`src/rtl/serial_adder.sv`:
```
// Bit-serial N-bit adder: one registered full-adder slice resolves one bit per clock,
// LSB first. Valid/ready handshakes on both operand and result sides.
module serial_adder #(
  parameter int unsigned N = 4
) (
  input  logic         clk,
  input  logic         rst_n,
  input  logic         in_valid,
  output logic         in_ready,
  input  logic [N-1:0] a,
  input  logic [N-1:0] b,
  input  logic         cin,
  output logic         out_valid,
  input  logic         out_ready,
  output logic [N-1:0] sum,
  output logic         cout
);

  // Counter must reach N-1 without wrapping; $clog2(N+1) also covers the N == 1 case.
  localparam int unsigned CntW    = $clog2(N + 1);
  localparam logic [CntW-1:0] LastCnt = CntW'(N - 1);

  typedef enum logic [1:0] {
    StIdle = 2'd0,
    StAdd  = 2'd1,
    StDone = 2'd2
  } state_e;

  state_e          state_q, state_d;
  logic [N-1:0]    a_sr_q, a_sr_d;
  logic [N-1:0]    b_sr_q, b_sr_d;
  logic [N-1:0]    sum_sr_q, sum_sr_d;
  logic            c_q, c_d;
  logic [CntW-1:0] cnt_q, cnt_d;
  logic [N-1:0]    sum_q, sum_d;
  logic            cout_q, cout_d;

  logic bit_s;
  logic bit_c;

  // Handshake outputs are decoded from state only, so no input-to-output comb path.
  assign in_ready  = (state_q == StIdle);
  assign out_valid = (state_q == StDone);
  assign sum       = sum_q;
  assign cout      = cout_q;

  // Single full-adder slice operating on the current LSBs and the running carry.
  always_comb begin
    bit_s = a_sr_q[0] ^ b_sr_q[0] ^ c_q;
    bit_c = (a_sr_q[0] & b_sr_q[0]) | (a_sr_q[0] & c_q) | (b_sr_q[0] & c_q);
  end

  // Next-state logic: load on accept, shift one bit per ADD cycle, hold in DONE.
  always_comb begin
    state_d  = state_q;
    a_sr_d   = a_sr_q;
    b_sr_d   = b_sr_q;
    sum_sr_d = sum_sr_q;
    c_d      = c_q;
    cnt_d    = cnt_q;
    sum_d    = sum_q;
    cout_d   = cout_q;

    unique case (state_q)
      StIdle: begin
        if (in_valid && in_ready) begin
          a_sr_d   = a;
          b_sr_d   = b;
          sum_sr_d = '0;
          c_d      = cin;
          cnt_d    = '0;
          state_d  = StAdd;
        end
      end

      StAdd: begin
        a_sr_d   = a_sr_q >> 1;
        b_sr_d   = b_sr_q >> 1;
        // Shift-then-insert keeps this legal for N == 1 (no [N-1:1] slice).
        sum_sr_d         = sum_sr_q >> 1;
        sum_sr_d[N-1]    = bit_s;
        c_d              = bit_c;
        cnt_d            = cnt_q + CntW'(1);
        if (cnt_q == LastCnt) begin
          // Publish the fully filled shift register and the final carry together.
          sum_d   = sum_sr_d;
          cout_d  = bit_c;
          state_d = StDone;
        end
      end

      StDone: begin
        if (out_ready) begin
          state_d = StIdle;
        end
      end

      default: begin
        state_d = StIdle;
      end
    endcase
  end

  // State and datapath registers; reset aborts any operation in flight.
  always_ff @(posedge clk or negedge rst_n) begin
    if (!rst_n) begin
      state_q  <= StIdle;
      a_sr_q   <= '0;
      b_sr_q   <= '0;
      sum_sr_q <= '0;
      c_q      <= 1'b0;
      cnt_q    <= '0;
      sum_q    <= '0;
      cout_q   <= 1'b0;
    end else begin
      state_q  <= state_d;
      a_sr_q   <= a_sr_d;
      b_sr_q   <= b_sr_d;
      sum_sr_q <= sum_sr_d;
      c_q      <= c_d;
      cnt_q    <= cnt_d;
      sum_q    <= sum_d;
      cout_q   <= cout_d;
    end
  end

  // A stalled result must stay presented and unchanged.
  a_hold_result : assert property (@(posedge clk) disable iff (!rst_n)
    (out_valid && !out_ready) |=> (out_valid && $stable(sum) && $stable(cout)));

  // Accepting and presenting are mutually exclusive phases.
  a_phase_excl : assert property (@(posedge clk) disable iff (!rst_n)
    !(in_ready && out_valid));

  // The bit counter never runs past the last bit position.
  a_cnt_range : assert property (@(posedge clk) disable iff (!rst_n)
    (state_q == StAdd) |-> (cnt_q <= LastCnt));

endmodule

```
`config.mk`:
```
export PLATFORM = sky130hd
export DESIGN_NAME = serial_adder
export DESIGN_NICKNAME = d
export VERILOG_FILES = /design/src/rtl/serial_adder.sv
export SDC_FILE = /design/constraint.sdc
export NUM_CORES = 1
export LEC_CHECK = 0
export BUFFER_PORTS_ARGS = -buffer_cell sky130_fd_sc_hd__buf_2
export CAP_MARGIN = 20
export CORE_MARGIN = 5
export CORE_UTILIZATION = 25
export CTS_BUF_LIST = sky130_fd_sc_hd__clkbuf_4
export DETAILED_ROUTE_END_ITERATION = 12
export GPL_TIMING_DRIVEN = 0
export HOLD_SLACK_MARGIN = 0.1
export PLACE_DENSITY = 0.51
export SYNTH_ARGS = -nofsm -noshare
export SYNTH_HDL_FRONTEND = slang
export SYNTH_SLANG_ARGS = --single-unit
export TNS_END_PERCENT = 20
```
`constraint.sdc`:
```
create_clock -name clk -period 3.4 [get_ports clk]
set_input_delay 0 -clock clk [delete_from_list [all_inputs] [get_ports clk]]
set_output_delay 0 -clock clk [all_outputs]
set_load 0.01 [all_outputs]
```
; ---- Word-level counts from Yosys, hierarchy flattened
; Cells that the tools add are included.
[totals]
ff_bits = 23
out_inout_bits = 7
[classes]
eq_ne = 6
addsub = 1
bitwise_logic = 7
reduce_logical = 6
mux = 14
[ops]
columns = cell, count
row1 = $pmux 4 s2, 3
row2 = $mux 4, 3
row3 = $mux 2, 3
row4 = $pmux 2 s3, 1
row5 = $pmux 3 s2, 1
row6 = $ne 2x1->1 const B, 2
row7 = $reduce_and 2->1, 2
row8 = $add 3x1->3 const B, 1
row9 = $and 1x1->1, 3
row10 = $eq 3x2->1 const B, 1
row11 = $mux 3, 1
row12 = $reduce_and 3->1, 1
row13 = $eq 2x1->1 const B, 1
row14 = $eq 2x2->1 const B, 1
row15 = $logic_not 2->1, 1
row16 = $ne 2x2->1 const B, 1
row17 = $or 1x1->1, 2
row18 = $pmux 1 s2, 1
row19 = $reduce_bool 2->1, 1
row20 = $xor 1x1->1, 2
row21 = $logic_and 1x1->1, 1
row22 = $mux 1, 1

; ---- Depth between registers and ports, before layout
; Gate-level depths: netlist (run 1).
[logic_depth]
depth_word = 4
ltp_mapped = 4

; ---- Least setup slack after synthesis (run 1)
; No wires, ideal clock.
[synth_path]
path_type = reg-to-reg
from = register cnt_q[0]
to = register cout_q, in the netlist cout
path_slack_ns = 2.003
stages_incl_launch_ff = 5
arrival_time_ns = 1.272
path_buffers = 0
t_required_ns = 3.275
cell_sequence = dfrtp_1 > ha_1 > ha_1 > nand3b_1 > mux2_2
[synth_via]
elab_chain_cells = 2
[synth_rtl]
columns = item, line
row1 = "start, declared", 34  ; logic [CntW-1:0] cnt_q, cnt_d;
row2 = "start signal, assigned", 121  ; cnt_q <= cnt_d;
row3 = $eq 3x2->1, 84  ; if (cnt_q == LastCnt) begin
row4 = $reduce_and 2->1 (no source line), -
row5 = "end signal, assigned", 123  ; cout_q <= cout_d;
row6 = "end, declared", 36  ; logic cout_q, cout_d;
; No other way between the ends.
; A chain may end at the register's enable or synchronous reset.

; ---- Worst setup path in the final report (run 1)
[layout_path]
from = register cnt_q[0]
to = register sum_q[0], in the netlist sum[0]
[layout_via]
elab_chain_cells = 2
[layout_rtl]
columns = item, line
row1 = $eq 3x2->1, 84
row2 = $reduce_and 2->1 (no source line), -
row3 = "end signal, assigned", 122  ; sum_q <= sum_d;
row4 = "end, declared", 35  ; logic [N-1:0] sum_q, sum_d;
; No other way between the ends.

==> reports/qor.yml, run 1 <==
floorplan:
  die_area_mm2: 0.00544
  fp.coreArea_mm2: 0.00397
  fp.dieW_um: 73.8
  num_rows: 23
  num_io_pins: 20
  die_height_um: 73.8
  start_util: 0.256
clocking:
  cts_made_buffers: 3
  post-cts-setup-buffers: 0
  cts_resized: 0
  cts_buffer_depth: 2
  htreeDepth: 1
  clk_pin_slew_ns: 0.12
  tritoncts: "done"
  clock_latency_ns: 0.30
  cts_root_buffer: "clkbuf_4"
  clock_sinks: 22
critical_path:
  startpoint_type: "flip-flop"
  worstPathRequired_ns: 3.60
  critPathMaxFanout: 6
  critical_path_arrival_ns: 1.77
  endpoint_kind: "flip-flop"
  path_class: "reg2reg"
sta:
  worst_slew_pin_slew_ns: 0.485
  worst_clock_skew_ns: 0.00182
  timing.final.crit_share: 0.462
  slew_viol_final: 0
  hold_violations: 0
  final.min_clock_period_ns: 1.57
  fmax_mhz: 637
  setup_violations: 0
  worst_slack_ns: 1.83
  rsz0062_at_grt: "no"
  relSlewSlack: 0.676
  setup_tns_ns: 0
  whs_ns: 0.122
global_routing:
  grt_usage: 0.0863
  overflow: 0
  antenna_found_initial: 0
  grt_pass1_wl_um: 3550
  grt_max_degree: 23
  grt_pass1_vias: 742
layout:
  antennaDiodeCount: 0
  syn_to_final_growth_pct: 28.9
  drive_gt1_frac: 0.345
  fill_cells: 414
  finalNetCount: 127
  final_common_cell: "dfrtp_1"
  mostFrequentLayoutCells: "dfrtp_1 (22), buf_2 (20), dlygate4sd3_1 (11)"
synthesis:
  yosysTopAreaCellShare: 0.541
  ys_ff_latch: 22
  yosysTopAreaCell: "dfrtp_1"
  ys_seq_area_frac: 0.541
  syn_nets: 92
  synthTopCellsByArea: "dfrtp_1 (54%), mux2_2 (5.5%), o221a_2 (4.4%), or4b_1 (3.9%), a22o_1 (3.4%)"
  synth_area_mm2: 0.00102
  avgSynthCellArea_um2: 13.4
  synth_cells: 76
  yosysUniqueCellTypes: 30
  ys_warn_count: 0
power:
  total_power_w: 0.00106
  p_leak_nw: 0.608
  max-vdd-ir-drop_v: 0.000217
  powerDensity_mw_per_mm2: 805
route:
  drc: 0
  wl_um: 2100
  wl_per_cell_um: 13.1
  vias: 747
  drt_iter0_markers: 51
  drt_pass1_iterations: 4
  route.antenna.remaining_nets: 0
  viasPerCell: 4.67
flow_run:
  max-cap-violations: 0
placed_design:
  post-place-ws_ns: 1.83
  dp_hpwl_um: 1520
  io_buffer_count: 19
  gp_congestion: 0.733
status:
  outcome: "complete, no violations"
worst_hold_path:
  hold_class: "in2reg"
## cells by family after synthesis
logic type	share of synthesized area
flip-flops	0.541
AO/OA/AOI/OAI	0.160
AND/OR/NAND/NOR	0.137
buffers and inverters	0.0529
multiplexers	0.0652
adder cells (fa/ha/maj)	0.0443
## through the flow
stage          utilization  area, µm²  instances
2_1_floorplan            -       1020         76
3_3_place_gp         0.296       1170        145
3_5_place_dp         0.296       1170        145
4_1_cts              0.330       1310        160
5_1_grt              0.330       1310        160
6_report             0.330       1310        160
## repair_timing
| item | in CTS | in global routing |
|---|---|---|
| setup endpoints to repair | 0 | 0 |
| endpoints found under the hold margin | 32 | 0 |
| hold buffers | 11 | 0 |
## worst paths after layout
kind,slack (ns),to,depth (start not counted),from
worst min register to register,0.49,cnt_q[0],1,cnt_q[0]
worst min-delay path,0.12,b_sr_q[3],3,in_valid
min in group asynchronous,0.18,cout,2,rst_n
worst max register to register,1.83,sum[0],4,cnt_q[0]
worst max-delay path,1.83,sum[0],4,cnt_q[0]
max in group asynchronous,2.89,state_q[1],2,rst_n
## worst max-delay path, stage by stage, from the launching register on
cell and delay (ns):
dfrtp_1 0.41, ha_1 0.20, ha_1 0.20, nand3b_1 0.27, mux2_2 0.38
## final cells by class
cell class | instances | area (µm²) | area share
sequential | 22 | 551 | 0.420
multi-input combinational | 45 | 413 | 0.315
timing repair buffer | 30 | 205 | 0.156
tap | 50 | 62.6 | 0.0477
buffer | 4 | 35.0 | 0.0267
clock buffer | 3 | 22.5 | 0.0172
inverter | 5 | 18.8 | 0.0143
clock inverter | 1 | 3.75 | 0.00286
## registers in the layout (all words and copies together) (netlist names)
name,count
a_sr_q,4
b_sr_q,4
c_q,1
cnt_q,3
cout,1
state_q,2
sum,4
sum_sr_q,3
## power by group
group	total, W	switching, W	internal (W)
sequential	0.000453	0.0000693	0.000383
clock	0.000121	0.0000778	0.0000428
combinational	0.000483	0.000232	0.000251
## per-layer routing
metal / part of all wire / GRT usage / up-vias
li1: - / - / 354
met1: 0.46 / 0.112 / 377
met2: 0.48 / 0.133 / 14
met3: 0.046 / 0.0123 / 2
met4: 0.018 / 0.0543 / 0
met5: 0 / 0 / -
## synthesized netlist by cell type (all sizes together)
cell,instances
nand2b,3
nor2b,2
nor4b,2
o221a,4
and2,1
mux2,5
nand3b,1
mux2i,1
o21ai,1
a211oi,2
a222oi,1
nor2,1
inv,5
fa,1
or2b,1
a22o,4
ha,2
o21ba,1
or4b,4
nor3b,3
o21bai,1
a21oi,1
o22ai,1
a32o,1
dfrtp,22
buf,4
a221o,1
No activity file was read; power rests on OpenSTA's default activity.
==> inputs of run 2 (changes only) <==
--- a/config.mk
+++ b/config.mk
@@ -5,6 +5,7 @@
 export SDC_FILE = /design/constraint.sdc
 export NUM_CORES = 1
 export LEC_CHECK = 0
+export ABC_AREA = 1
 export BUFFER_PORTS_ARGS = -buffer_cell sky130_fd_sc_hd__buf_2
 export CAP_MARGIN = 20
 export CORE_MARGIN = 5
==> constraint.sdc (replaced) <==
create_clock -name clk -period 1.57 [get_ports clk]
set_input_delay 0 -clock clk [delete_from_list [all_inputs] [get_ports clk]]
set_output_delay 0 -clock clk [all_outputs]
set_load 0.01 [all_outputs]
==> run 2 against run 1 <==
Compared with the run above: total power is 120% higher; largest cell class unchanged; synthesized cell count is 59% higher; critical path type unchanged; die area is 0.20% lower; first-iteration DRC count is 7.8% lower; sequential power is 110% higher.
==> reports/qor.yml, run 2 <==
status:
  outcome: "complete, no violations"
sta:
  setup_violations: 0
  hold_violations: 0
  worst_slew_pin_slew_ns: 0.514
  worst_slack_ns: 0.145
  slew_viol_final: 0
  fmax_mhz: 702
  timing.final.crit_share: 0.908
  worst_clock_skew_ns: 0.00428
  rsz0062_at_grt: "no"
  final.min_clock_period_ns: 1.43
  setup_tns_ns: 0
  relSlewSlack: 0.657
route:
  viasPerCell: 4.13
  drt_iter0_markers: 47
  drc: 0
  wl_um: 2180
  vias: 860
  drt_pass1_iterations: 4
  route.antenna.remaining_nets: 0
  wl_per_cell_um: 10.5
critical_path:
  endpoint_kind: "flip-flop"
  worstPathRequired_ns: 1.80
  critPathMaxFanout: 5
  path_class: "reg2reg"
  startpoint_type: "flip-flop"
  path_cells: "buf_4, nor2_2, nand3_1, dlygate4sd3_1, o21ai_0"
  critical_path_arrival_ns: 1.66
  critPathSlowestCell: "dlygate4sd3_1"
  critPathMaxStageDelay_ns: 0.55
floorplan:
  fp.dieW_um: 73.7
  fp.coreArea_mm2: 0.00397
  start_util: 0.256
  die_height_um: 73.7
  num_io_pins: 20
  die_area_mm2: 0.00543
  num_rows: 23
global_routing:
  antenna_found_initial: 0
  grt_max_degree: 23
  grt_pass1_vias: 876
  grt_usage: 0.0877
  grt_pass1_wl_um: 3820
  overflow: 0
layout:
  final_cells: 208
  finalNetCount: 175
  drive_gt1_frac: 0.190
  final_common_cell: "nand2_1"
  design_area_mm2: 0.00134
  syn_to_final_growth_pct: 32.2
  finish.utilization: 0.338
  antennaDiodeCount: 0
  mostFrequentLayoutCells: "nand2_1 (43), dfrtp_1 (22), buf_2 (20)"
placed_design:
  placed_cell_area_mm2: 0.00117
  io_buffer_count: 19
  post-place-ws_ns: 0.299
  dp_hpwl_um: 1510
  gp_congestion: 0.696
  placed_cells: 190
synthesis:
  synthTopCellsByArea: "dfrtp_1 (54%), nand2_1 (16%), inv_1 (7.0%), nand3_1 (4.9%), o21ai_0 (3.9%)"
  yosysUniqueCellTypes: 19
  ys_top_cells_by_count: "nand2_1 (43), dfrtp_1 (22), inv_1 (19), nand3_1 (10), o21ai_0 (8)"
  async_flop_share: 1.00
  syn_nets: 137
  synth_edf_count: 0
  ys_ff_latch: 22
  synth_ff_type: "dfrtp_1"
  yosysMostFrequentCell: "nand2_1"
  yosysTopAreaCellShare: 0.543
  ys_warn_count: 0
  yosysTopAreaCell: "dfrtp_1"
  synth_area_mm2: 0.00101
  synth_cells: 121
  avgSynthCellArea_um2: 8.39
  ys_seq_area_frac: 0.543
power:
  p_leak_nw: 0.716
  powerDensity_mw_per_mm2: 1770
  max-vdd-ir-drop_v: 0.000399
worst_hold_path:
  hold_class: "in2async"
clocking:
  post-cts-setup-buffers: 0
  tritoncts: "done"
  clock_latency_ns: 0.30
  cts_made_buffers: 3
  clk_pin_slew_ns: 0.13
  clock_sinks: 22
  cts_root_buffer: "clkbuf_4"
  cts_buffer_depth: 2
  htreeDepth: 1
flow_run:
  max-cap-violations: 0
-- run 2: changes by cell type after synthesis, sizes merged, moves of 4 or more --
cell and change:
inv +15, nand3 +10, nand2 +45, mux2 -5, o21ai +10, a22o -4, or4b -4, o221a -4
-- run 2: path summary, 6_finish.rpt --
check | start | end | slack [ns] | depth (start not counted)
max | state_q[0] | b_sr_q[3] | 0.14 | 5
min in group clk | out_ready | state_q[1] | 0.40 | 3
max in group asynchronous | rst_n | c_q | 1.04 | 2
max reg2reg | state_q[0] | b_sr_q[3] | 0.14 | 5
min reg2reg | sum[3] | sum[3] | 0.48 | 2
min | rst_n | sum[1] | 0.19 | 2
-- run 2: cell type report --
class                           instances  area [µm²]
Fill cell                             428        2630
Clock inverter                          1        3.75
Buffer                                  3        16.3
Clock buffer                            3        22.5
Inverter                               20        75.1
Tap cell                               50        62.6
Sequential cell                        22         551
Timing Repair Buffer                   33         235
Multi-Input combinational cell         76         375
-- run 2: logic make-up (layout without fill, tap and decap cells) --
family,after synthesis,count (layout),synth area share
compound gates,14,14,0.0752
simple gates,59,59,0.248
fa+ha+maj,3,3,0.0444
buf+inv,23,60,0.0900
flops,22,22,0.543
-- run 2: critical path, delay by kind of cell, from the launching register on --
family / cells / cell delay [ns]
DFF: 1 / 0.38
buffers and inverters: 2 / 0.70
AOI/OAI and AO/OA: 1 / 0.08
and+or+nand+nor: 2 / 0.19
-- run 2: metal layers --
metal	GRT usage	up-vias	wire, µm
met3	0.0164	2	100
met5	0	-	0
met1	0.120	399	1050
met4	0.0181	0	12
li1	-	446	-
met2	0.144	13	1020
-- run 2: report_power, final --
group          internal (W)  switching, W
sequential         0.000824      0.000142
combinational      0.000444      0.000699
clock             0.0000926      0.000175
total               0.00136       0.00101
-- run 2: per-stage QoR --
stage	hold WS [ns]	total power [W]
2_1_floorplan	-0.296	0.00176
3_3_place_gp	-0.0100	0.00206
3_5_place_dp	0.00102	0.00210
4_1_cts	0.194	0.00241
5_1_grt	0.228	0.00264
6_report	0.186	0.00238
-- run 2: repair_timing --
item / in CTS / in global routing
endpoints found under the hold margin: 33 / 0
setup endpoints to repair: 0 / 2
hold buffers: 14 / 0
gates resized for setup: 0 / 1
==> inputs of run 3 (changes only) <==
--- a/config.mk
+++ b/config.mk
@@ -6,7 +6,7 @@
 export NUM_CORES = 1
 export LEC_CHECK = 0
 export ABC_AREA = 1
-export BUFFER_PORTS_ARGS = -buffer_cell sky130_fd_sc_hd__buf_2
+export BUFFER_PORTS_ARGS = -buffer_cell sky130_fd_sc_hd__clkbuf_2
 export CAP_MARGIN = 20
 export CORE_MARGIN = 5
 export CORE_UTILIZATION = 25
==> run 3 against run 2 <==
Compared with the run above: count of clock-buffer cells in the layout is the same; worst hold slack got worse by 0.070 ns; first-iteration DRC count decreased by 8.5%; highest routed layer unchanged.
==> reports/qor.yml, run 3 (same netlist as run 2, synthesis figures left out) <==
status:
  outcome: "complete, no violations"
critical_path:
  startpoint_type: "flip-flop"
  worstPathRequired_ns: 1.80
  path_class: "reg2reg"
  endpoint_kind: "flip-flop"
  critPathMaxFanout: 5
  critical_path_arrival_ns: 1.67
flow_run:
  max-cap-violations: 0
layout:
  final_common_cell: "nand2_1"
  finalNetCount: 174
  finish.utilization: 0.342
  drive_gt1_frac: 0.197
  antennaDiodeCount: 0
  fill_cells: 426
  syn_to_final_growth_pct: 33.8
  mostFrequentLayoutCells: "nand2_1 (43), dfrtp_1 (22), inv_1 (19), clkbuf_2 (19), dlygate4sd3_1 (13)"
floorplan:
  start_util: 0.256
  num_rows: 23
  die_height_um: 73.7
  fp.coreArea_mm2: 0.00397
  die_area_mm2: 0.00543
  fp.dieW_um: 73.7
  num_io_pins: 20
sta:
  final.min_clock_period_ns: 1.43
  setup_tns_ns: 0
  rsz0062_at_grt: "no"
  timing.final.crit_share: 0.912
  worst_clock_skew_ns: 0.00275
  fmax_mhz: 698
  slew_viol_final: 0
  relSlewSlack: 0.630
  worst_slew_pin_slew_ns: 0.555
  setup_violations: 0
  hold_violations: 0
clocking:
  clk_pin_slew_ns: 0.12
  tritoncts: "done"
  clock_latency_ns: 0.30
  cts_buffer_depth: 2
  clock_sinks: 22
  post-cts-setup-buffers: 0
  cts_root_buffer: "clkbuf_4"
  cts_made_buffers: 3
  htreeDepth: 1
route:
  route.antenna.remaining_nets: 0
  wl_per_cell_um: 10.2
  drc: 0
  drt_pass1_iterations: 4
  drt_iter0_markers: 43
  vias: 858
  viasPerCell: 4.14
  wl_um: 2110
power:
  max-vdd-ir-drop_v: 0.000559
  p_leak_nw: 0.724
  powerDensity_mw_per_mm2: 1870
global_routing:
  overflow: 0
  grt_usage: 0.0838
  grt_max_degree: 23
  grt_pass1_vias: 842
  antenna_found_initial: 0
  grt_pass1_wl_um: 3570
worst_hold_path:
  hold_class: "in2reg"
placed_design:
  gp_congestion: 0.677
  io_buffer_count: 19
  dp_hpwl_um: 1530
-- run 3: cell count changes in the layout (fill, tap and decap cells not counted) --
cell	before	now
clkbuf_2	0	19
clkinv_1	1	0
dlygate4sd3_1	14	13
buf_2	20	1
bufinv_16	0	1
-- run 3: stage by stage --
stage | hold WS [ns] | cell area (µm²) | worst slack [ns] | power, W | cells
after detailed placement | 0.0217 | 1170 | 0.285 | 0.00211 | 190
after global routing | 0.160 | 1360 | 0.0453 | 0.00279 | 207
after global placement | 0.00892 | 1170 | 0.299 | 0.00207 | 190
after floorplan | -0.296 | 1010 | 0.448 | 0.00176 | 121
final | 0.116 | 1360 | 0.138 | 0.00253 | 207
after CTS | 0.104 | 1360 | 0.0858 | 0.00258 | 207
-- run 3: critical path, stage by stage, from the launching register on --
cell and delay [ns]:
dfrtp_1 0.38, buf_4 0.15, nor2_2 0.11, nand3_1 0.08, dlygate4sd3_1 0.56, o21ai_0 0.07
-- run 3: final timing paths --
path | start | slack (ns) | cells after the start | endpoint
setup / recovery | state_q[0] | 0.14 | 5 | a_sr_q[3]
hold / removal | in_valid | 0.12 | 4 | sum_sr_q[3]
setup reg to reg | state_q[0] | 0.14 | 5 | a_sr_q[3]
hold reg to reg | sum[3] | 0.49 | 2 | sum[3]
max in group asynchronous | rst_n | 1.01 | 2 | state_q[0]
min in group asynchronous | rst_n | 0.20 | 2 | sum[3]
-- run 3: final cells by class --
cell class	instances	area (µm²)	area share
buffer	3	16.3	0.0120
inverter	20	75.1	0.0553
timing repair buffer	32	225	0.166
clock buffer	3	22.5	0.0166
tap	50	62.6	0.0461
sequential	22	551	0.406
clock inverter	1	30.0	0.0221
multi-input combinational	76	375	0.276
-- run 3: routing by layer --
layer | global-route usage | share of wire
met5 | 0 | 0
met4 | 0.0302 | 0.0085
met3 | 0.0178 | 0.053
met2 | 0.141 | 0.47
met1 | 0.105 | 0.47
-- run 3: what timing repair did --
item / 4_1_cts / 5_1_grt
hold buffers: 13 / 0
hold endpoints to repair: 32 / 0
gates resized for setup: 0 / 1
endpoints found under the setup margin: 0 / 2
-- run 3: where the power goes --
group	switching (W)	internal (W)
combinational	0.000694	0.000438
sequential	0.000144	0.000825
clock	0.000174	0.000258
total	0.00101	0.00152
